## src/rtl/quadrature_position_tracker_if.sv

```systemverilog
// rtl/quadrature_position_tracker_if.sv - encoder inputs and position/velocity outputs of the quadrature tracker
interface quadrature_position_tracker_if #(
  parameter int POS_WIDTH    = 13,
  parameter int PERIOD_WIDTH = 16
);
  logic                    enable;
  logic                    enc_a;
  logic                    enc_b;
  logic                    enc_index;
  logic                    clear_error;
  logic [POS_WIDTH-1:0]    cycle_position;
  logic                    direction;
  logic                    step_valid;
  logic [PERIOD_WIDTH-1:0] step_period;
  logic                    quad_error;

  modport master (
    output enable, enc_a, enc_b, enc_index, clear_error,
    input  cycle_position, direction, step_valid, step_period, quad_error
  );

  modport slave (
    input  enable, enc_a, enc_b, enc_index, clear_error,
    output cycle_position, direction, step_valid, step_period, quad_error
  );
endinterface

```

## src/rtl/quadrature_position_tracker.sv

```systemverilog
// rtl/quadrature_position_tracker.sv - quadrature decoder giving wrapped electrical position and step period
// Optional index resync enabled by defining INDEX_RESYNC_EN.
module quadrature_position_tracker #(
  parameter int COUNTS_PER_CYCLE = 1170,
  parameter int POS_WIDTH        = 13,
  parameter int SYNC_STAGES      = 2,
  parameter int PERIOD_WIDTH     = 16
) (
  input  logic                          clk,
  input  logic                          reset,
  quadrature_position_tracker_if.slave  bus
);
  localparam logic [POS_WIDTH-1:0]    POS_MAX    = POS_WIDTH'(COUNTS_PER_CYCLE - 1);
  localparam logic [PERIOD_WIDTH-1:0] PERIOD_MAX = '1;

  logic [SYNC_STAGES-1:0]  a_sync_q;
  logic [SYNC_STAGES-1:0]  b_sync_q;
  logic [SYNC_STAGES:0]    fill_q;
  logic [1:0]              s;
  logic [1:0]              prev_state;
  logic                    primed;
  logic [POS_WIDTH-1:0]    pos_q;
  logic                    dir_q;
  logic                    step_q;
  logic                    err_q;
  logic [PERIOD_WIDTH-1:0] period_q;
  logic [PERIOD_WIDTH-1:0] count_q;
  logic                    step_fwd;
  logic                    step_rev;
  logic                    illegal;
  logic                    step_accept;
  logic                    index_rise;

  assign s = {a_sync_q[SYNC_STAGES-1], b_sync_q[SYNC_STAGES-1]};

  // Priming waits until the synchronizer holds real samples, so an encoder
  // resting at a non-00 state is not mistaken for a transition out of 00.
  assign primed = fill_q[SYNC_STAGES];

  always_comb begin
    step_fwd = 1'b0;
    step_rev = 1'b0;
    illegal  = 1'b0;
    case ({prev_state, s})
      4'b00_01, 4'b01_11, 4'b11_10, 4'b10_00: step_fwd = 1'b1;
      4'b00_10, 4'b10_11, 4'b11_01, 4'b01_00: step_rev = 1'b1;
      4'b00_11, 4'b11_00, 4'b01_10, 4'b10_01: illegal  = 1'b1;
      default: ;
    endcase
  end

  assign step_accept = primed & bus.enable & (step_fwd | step_rev);

`ifdef INDEX_RESYNC_EN
  logic [SYNC_STAGES-1:0] idx_sync_q;
  logic                   idx_prev_q;

  always_ff @(posedge clk) begin
    if (!reset) begin
      idx_sync_q <= '0;
      idx_prev_q <= 1'b0;
    end else begin
      idx_sync_q <= {idx_sync_q[SYNC_STAGES-2:0], bus.enc_index};
      idx_prev_q <= idx_sync_q[SYNC_STAGES-1];
    end
  end

  assign index_rise = primed & bus.enable & idx_sync_q[SYNC_STAGES-1] & ~idx_prev_q;
`else
  logic unused_index;
  assign unused_index = bus.enc_index;
  assign index_rise   = 1'b0;
`endif

  always_ff @(posedge clk) begin
    if (!reset) begin
      a_sync_q   <= '0;
      b_sync_q   <= '0;
      fill_q     <= '0;
      prev_state <= 2'b00;
      pos_q      <= '0;
      dir_q      <= 1'b0;
      step_q     <= 1'b0;
      err_q      <= 1'b0;
      period_q   <= PERIOD_MAX;
      count_q    <= '0;
    end else begin
      a_sync_q   <= {a_sync_q[SYNC_STAGES-2:0], bus.enc_a};
      b_sync_q   <= {b_sync_q[SYNC_STAGES-2:0], bus.enc_b};
      fill_q     <= {fill_q[SYNC_STAGES-1:0], 1'b1};
      prev_state <= s;
      step_q     <= 1'b0;
      count_q    <= (count_q == PERIOD_MAX) ? count_q : count_q + 1'b1;

      // A new illegal transition outranks a coincident clear request.
      if (primed && illegal) begin
        err_q <= 1'b1;
      end else if (bus.clear_error) begin
        err_q <= 1'b0;
      end

      if (step_accept) begin
        if (step_fwd) begin
          pos_q <= (pos_q == POS_MAX) ? '0 : pos_q + 1'b1;
        end else begin
          pos_q <= (pos_q == '0) ? POS_MAX : pos_q - 1'b1;
        end
        dir_q    <= step_fwd;
        step_q   <= 1'b1;
        period_q <= (count_q == PERIOD_MAX) ? PERIOD_MAX : count_q + 1'b1;
        count_q  <= '0;
      end

      if (index_rise) begin
        pos_q <= '0;
      end
    end
  end

  assign bus.cycle_position = pos_q;
  assign bus.direction      = dir_q;
  assign bus.step_valid     = step_q;
  assign bus.step_period    = period_q;
  assign bus.quad_error     = err_q;
endmodule

```

## src/flat_wrapper.sv

```systemverilog
// flat-port wrapper written by rule: the top's interface ports become plain ports
module quadrature_position_tracker_flat 
#(
  parameter int COUNTS_PER_CYCLE = 1170,
  parameter int POS_WIDTH        = 13,
  parameter int SYNC_STAGES      = 2,
  parameter int PERIOD_WIDTH     = 16
)
  (clk, reset, bus_enable, bus_enc_a, bus_enc_b, bus_enc_index, bus_clear_error, bus_cycle_position, bus_direction, bus_step_valid, bus_step_period, bus_quad_error);
  quadrature_position_tracker_if #(.POS_WIDTH(POS_WIDTH), .PERIOD_WIDTH(PERIOD_WIDTH)) bus_i ();
  input  logic clk;
  input  logic reset;
  input wire logic [$bits(bus_i.enable)-1:0] bus_enable;
  input wire logic [$bits(bus_i.enc_a)-1:0] bus_enc_a;
  input wire logic [$bits(bus_i.enc_b)-1:0] bus_enc_b;
  input wire logic [$bits(bus_i.enc_index)-1:0] bus_enc_index;
  input wire logic [$bits(bus_i.clear_error)-1:0] bus_clear_error;
  output wire logic [$bits(bus_i.cycle_position)-1:0] bus_cycle_position;
  output wire logic [$bits(bus_i.direction)-1:0] bus_direction;
  output wire logic [$bits(bus_i.step_valid)-1:0] bus_step_valid;
  output wire logic [$bits(bus_i.step_period)-1:0] bus_step_period;
  output wire logic [$bits(bus_i.quad_error)-1:0] bus_quad_error;
  assign bus_i.enable = bus_enable;
  assign bus_i.enc_a = bus_enc_a;
  assign bus_i.enc_b = bus_enc_b;
  assign bus_i.enc_index = bus_enc_index;
  assign bus_i.clear_error = bus_clear_error;
  assign bus_cycle_position = bus_i.cycle_position;
  assign bus_direction = bus_i.direction;
  assign bus_step_valid = bus_i.step_valid;
  assign bus_step_period = bus_i.step_period;
  assign bus_quad_error = bus_i.quad_error;
  quadrature_position_tracker #(.COUNTS_PER_CYCLE(COUNTS_PER_CYCLE), .POS_WIDTH(POS_WIDTH), .SYNC_STAGES(SYNC_STAGES), .PERIOD_WIDTH(PERIOD_WIDTH)) u_core (.clk(clk), .reset(reset), .bus(bus_i));
endmodule
```

## config.mk

```make
export PLATFORM = sky130hd
export DESIGN_NAME = quadrature_position_tracker_flat
export DESIGN_NICKNAME = d
export VERILOG_FILES = /design/src/rtl/quadrature_position_tracker_if.sv /design/src/rtl/quadrature_position_tracker.sv /design/src/flat_wrapper.sv
export SDC_FILE = /design/constraint.sdc
export NUM_CORES = 1
export LEC_CHECK = 0
export ABC_AREA = 0
export BUFFER_PORTS_ARGS = -buffer_cell sky130_fd_sc_hd__buf_4
export CORE_MARGIN = 8
export CORE_UTILIZATION = 30
export DETAILED_ROUTE_END_ITERATION = 6
export SYNTH_ARGS = -nofsm -noshare
export SYNTH_HDL_FRONTEND = slang
export SYNTH_SLANG_ARGS = --single-unit
```

## constraint.sdc

```tcl
create_clock -name clk -period 2.1 [get_ports clk]
set_input_delay 0.21 -clock clk [delete_from_list [all_inputs] [get_ports clk]]
set_output_delay 0.21 -clock clk [all_outputs]
set_load 0.005 [all_outputs]
```

# After elaboration in Yosys (flattened, before gate mapping)
# Cells that the tools add are included.
dict set report totals {
  output_inout_bits 32
  in_bits 7
  register_bits 57
  wordCells 50
}
dict set report classes {
  addsub 3
  bitwise 4
  reduce_logical 7
  n_eq_ne 14
  mux 11
}
# operator n
set op_table {}
lappend op_table {{two-way mux 13 bit} 3}
lappend op_table {{== test 4 bit, second input constant} 6}
lappend op_table {{adder 16 x 1 -> 16 bit, second input constant} 1}
lappend op_table {{== test 16 bit, second input constant} 1}
lappend op_table {{two-way mux 16 bit} 1}
lappend op_table {{adder 13 x 1 -> 13 bit, second input constant} 1}
lappend op_table {{== test 13 x 11 -> 1 bit, second input constant} 1}
lappend op_table {{logical NOT 13 bit} 1}
lappend op_table {{subtractor 13 x 1 -> 13 bit, second input constant} 1}
lappend op_table {{== test 4 x 3 -> 1 bit, second input constant} 3}
lappend op_table {{OR reduction 4 bit} 3}
lappend op_table {{== test 4 x 2 -> 1 bit, second input constant} 2}
lappend op_table {{two-way mux 1 bit} 7}
lappend op_table {{== test 4 x 1 -> 1 bit, second input constant} 1}
lappend op_table {{bitwise AND 1 bit} 2}
lappend op_table {{nonzero test 2 bit} 1}
lappend op_table {{OR reduction 2 bit} 1}
lappend op_table {{logical AND 1 bit} 1}
lappend op_table {{inverter 1 bit} 1}
lappend op_table {{bitwise OR 1 bit} 1}

# Depth between registers and ports, before layout
dict set report logic_depth {
  ltp_word 6
  ltp_mapped 8
  depth_no_buf 7
}

# Worst setup path after synthesis
# No wires, ideal clock.
dict set report synth_timing {
  kind {reg2reg}
  from {register u_core.pos_q[0], in the netlist u_core.bus.cycle_position[0]}
  to {register u_core.pos_q[6], in the netlist u_core.bus.cycle_position[6]}
  path_stages_with_launch 9
  setup_time_ns 0.139
  n_path_buf 1
  required_time_ns 1.961
  slack_ns -0.128
  synth_period_minus_slack_ns 2.228
  arrival_time_ns 2.089
  cell_sequence {dfxtp_1 inv_1 ha_1 or4b_4 buf_6 nor4b_4 nor2_2 a221oi_1 a311oi_1}
}
dict set report synth_via {
  elab_chain_len 3
  elab_cells_between_ends 7
  classes_between {2 x add/sub; 1 x eq/ne; 3 x mux; 1 x reduce/logical}
}
# item line
set synth_rtl {}
lappend synth_rtl {{from (decl)} quadrature_position_tracker.sv:22} ;# logic [POS_WIDTH-1:0] pos_q;
lappend synth_rtl {{from (signal assigned)} quadrature_position_tracker.sv:104} ;# pos_q <= (pos_q == POS_MAX) ? '0 : pos_q + 1'b1;
lappend synth_rtl {{from (signal assigned)} quadrature_position_tracker.sv:106} ;# pos_q <= (pos_q == '0) ? POS_MAX : pos_q - 1'b1;
lappend synth_rtl {{subtractor 13 x 1 -> 13 bit (tied with other cells)} quadrature_position_tracker.sv:106}
lappend synth_rtl {{two-way mux 13 bit (on tied branches)} {quadrature_position_tracker.sv:106, quadrature_position_tracker.sv:104}}
lappend synth_rtl {{two-way mux 13 bit (*)} quadrature_position_tracker.sv:103} ;# if (step_fwd) begin
# Mark *: on every way between the ends. The rest lies on a longest branch, timed or not.
# A chain may end at the register's enable or synchronous reset.

# Final worst setup path
dict set report layout_timing {
  from {register u_core.pos_q[1], in the netlist u_core.bus.cycle_position[1]}
  to {register u_core.pos_q[3], in the netlist u_core.bus.cycle_position[3]}
}
# Same word-level chain as after synthesis.

==> metrics.cfg <==
[run_status]
status=completed

[clock_network]
cts_sinks=57
cts_max_level=3
clk_latency_ns=0.34
cts_root_buf=clkbuf_8
cts_max_path_buffers=2
cts_made_buffers=9
tritoncts=done
hold_buffers=0
clkTransAtPathRegs_ns=0.07

[logic_synthesis]
syn_inst=339
synth.distinct_cells=54
syn_area_mm2=0.002796
yosysSeqAreaShare_pct=40.81
synth_nets=350
ys_ff_latch=57
avgSynthCellArea_um2=8.249
ys.flop_type=dfxtp_1
async_flop_share_pct=0
synth_edf_count=0
ys_warn_count=0

[layout]
drive_above_1_share_pct=26.82
design_area_mm2=0.003605
syn2layout_area_growth_pct=28.90
fin_nets=406
diodes=0
fill_cells=927

[power]
intPower_mw=1.710
p_clk_share_pct=41.9
power.switching_mw=0.5640
combPwrFrac_pct=9.1
peakVddDrop_mv=0.3344
powerDensity_mw_per_mm2=630.9
switching_share_pct=24.80
p_leak_nw=1.409
seq_power_share_pct=49.0
total_power_mw=2.274

[route]
drtPass1Iterations=5
antenna_left=0
drt_iter0_drc=116
via_per_inst=5.204
num_vias=2654
wl_um=7471
wl_per_cell_um=14.65
remaining_drc_errors=0

[worst_setup_path]
cp_max_fo=5
end_kind=register
criticalPathCategory=register to register
cp.arrival_ns=2.29
crit_required_ns=2.32
ff2ff_setup_slack_ns=0.02
startpoint_type=register

[grt]
grt_pass1_vias=2602
antenna_found_initial=0
globalRouteOverflowTotal=0
grt_max_degree=28
grt_pass1_wl_um=12720
grt_util_all_layers_pct=12.36

[sta]
post-route-period-util_pct=98.94
maxSlewViolCount=0
fin_crit_ns=2.078
rsz0062_at_grt=yes
worst_slew_pin_slew_ns=0.6087
setup_violations=0
relSlewSlack_pct=59.37
finalClockSkew_ns=0.008035
hold_violations=0
max_clock_freq_mhz=481.3

[die]
die_x_um=112.5
die_y_um=112.5
core-area_mm2=0.009153
dieArea_mm2=0.01267
ios=39
initial_utilization_pct=30.55
std_cell_rows=35

[min_path]
min-delay-path-class=input port to register

[placed_design]
numPortBuffers=37
dp_hpwl_um=5406
post_dp_cell_area_mm2=0.003347
place_congestion=0.8604

[run]
drv_cap=0

synthesized netlist by cell type, types with 4 or more instances:
cell      instances  area share, %
and3_1            4           0.89
xor2_1            8            2.5
o211ai_1          5            1.3
a21oi_1          19            3.4
nor2_1           32            4.3
dfxtp_1          57             41
nor4_1            4           0.89
clkbuf_1         23            3.1
xnor2_1          11            3.4
nor3_1           24            4.3
nand4_1           4           0.89
nand2_1          38            5.1
o21ai_0          10            1.8
and2_1            9            2.0
nand3_1          14            2.5
or3_1             4           0.89
ha_1              4            1.8
inv_1             6           0.81
a211oi_1          4            1.1
a31oi_1           9            2.0
sequential cells by signal, summed over array words and instances (netlist names):
name	flops
u_core.bus.step_period	16
u_core.b_sync_q	2
u_core.count_q	16
u_core.fill_q	3
u_core.prev_state	2
u_core.bus.cycle_position	13
u_core.bus.step_valid	1
u_core.bus.direction	1
u_core.bus.quad_error	1
u_core.a_sync_q	2
cell families (layout without fill, tap and decap cells):
group | Yosys count | in the layout | synth area share, %
AO/OA/AOI/OAI | 70 | 70 | 17.09
flip-flops | 57 | 57 | 40.81
multiplexers | 3 | 3 | 1.074
XOR/XNOR | 19 | 19 | 5.951
buffers and inverters | 32 | 92 | 4.832
AND/OR/NAND/NOR | 154 | 154 | 28.46
adder cells (fa/ha/maj) | 4 | 4 | 1.790
through the flow:
stage	hold slack, ns	TNS, ns	utilization (%)	std cells	worst slack (ns)
global route	0.06904	-0.03986	39.38	510	-0.03230
global placement	0.4150	0	36.57	492	0.02300
floorplan	0.2377	-0.03845	-	339	-0.01862
finish	0.08065	0	39.38	510	0.02233
detailed placement	0.4200	0	36.57	492	0.01777
CTS	0.06871	0	38.55	507	0.001444
power groups by stage:
stage | Combinational (mW) | Sequential (mW) | Clock (mW)
6_report | 0.207 | 1.12 | 0.952
5_1_grt | 0.227 | 1.12 | 1.03
4_1_cts | 0.191 | 1.12 | 0.972
3_5_place_dp | 0.190 | 1.14 | 0
3_3_place_gp | 0.189 | 1.14 | 0
2_1_floorplan | 0.122 | 1.14 | 0
worst max-delay path, stage by stage (launching register included):
cell	delay [ns]
dfxtp_2	0.32
inv_2	0.07
ha_4	0.13
or4b_4	0.48
nor4b_4	0.31
buf_4	0.19
buf_6	0.12
nor3_2	0.04
a211oi_1	0.19
o32ai_1	0.11
cell type report:
type	count	area [µm²]	area share, %
inverter	7	28.78	0.7983
tap	111	138.9	3.853
timing repair buffer	70	529.3	14.68
clock buffer	13	168.9	4.686
sequential	57	1146	31.79
multi-input combinational	250	1580	43.84
clock inverter	2	12.51	0.3471
layer usage:
metal / track usage [%] / routed length, µm
met1: 15.66 / 3460
met2: 18.91 / 3384
met5: 0 / 0
met4: 6.385 / 163
met3: 3.167 / 462
cell usage in the layout, fill, tap and decap left out, types with 4 or more instances in the layout:
| cell type | instances |
|---|---|
| clkbuf_8 | 12 |
| and3_1 | 4 |
| dfxtp_1 | 55 |
| xor2_1 | 8 |
| nand3_1 | 14 |
| nor3_1 | 23 |
| xnor2_1 | 11 |
| and2_1 | 9 |
| o21ai_0 | 10 |
| nand2_1 | 37 |
| nand4_1 | 4 |
| a31oi_1 | 9 |
| buf_4 | 69 |
| nor2_1 | 31 |
| inv_1 | 4 |
| a21oi_1 | 19 |
| o211ai_1 | 5 |
what timing repair did:
item                                    CTS  global route
setup buffers                             0             3
endpoints found under the setup margin    0            18
gates resized for setup                   0            12
path summary, 6_finish.rpt:
check,startpoint,to,cells after the start
min,bus_enc_a,u_core.a_sync_q[0]$_SDFF_PN0_,2
min reg2reg,u_core.b_sync_q[0]$_SDFF_PN0_,u_core.b_sync_q[1]$_SDFF_PN0_,1
max reg2reg,u_core.bus.cycle_position[1]$_SDFFE_PN0P_,u_core.bus.cycle_position[3]$_SDFFE_PN0P_,9
max,u_core.bus.cycle_position[1]$_SDFFE_PN0P_,u_core.bus.cycle_position[3]$_SDFFE_PN0P_,9
(Power assumes the default switching activity.)
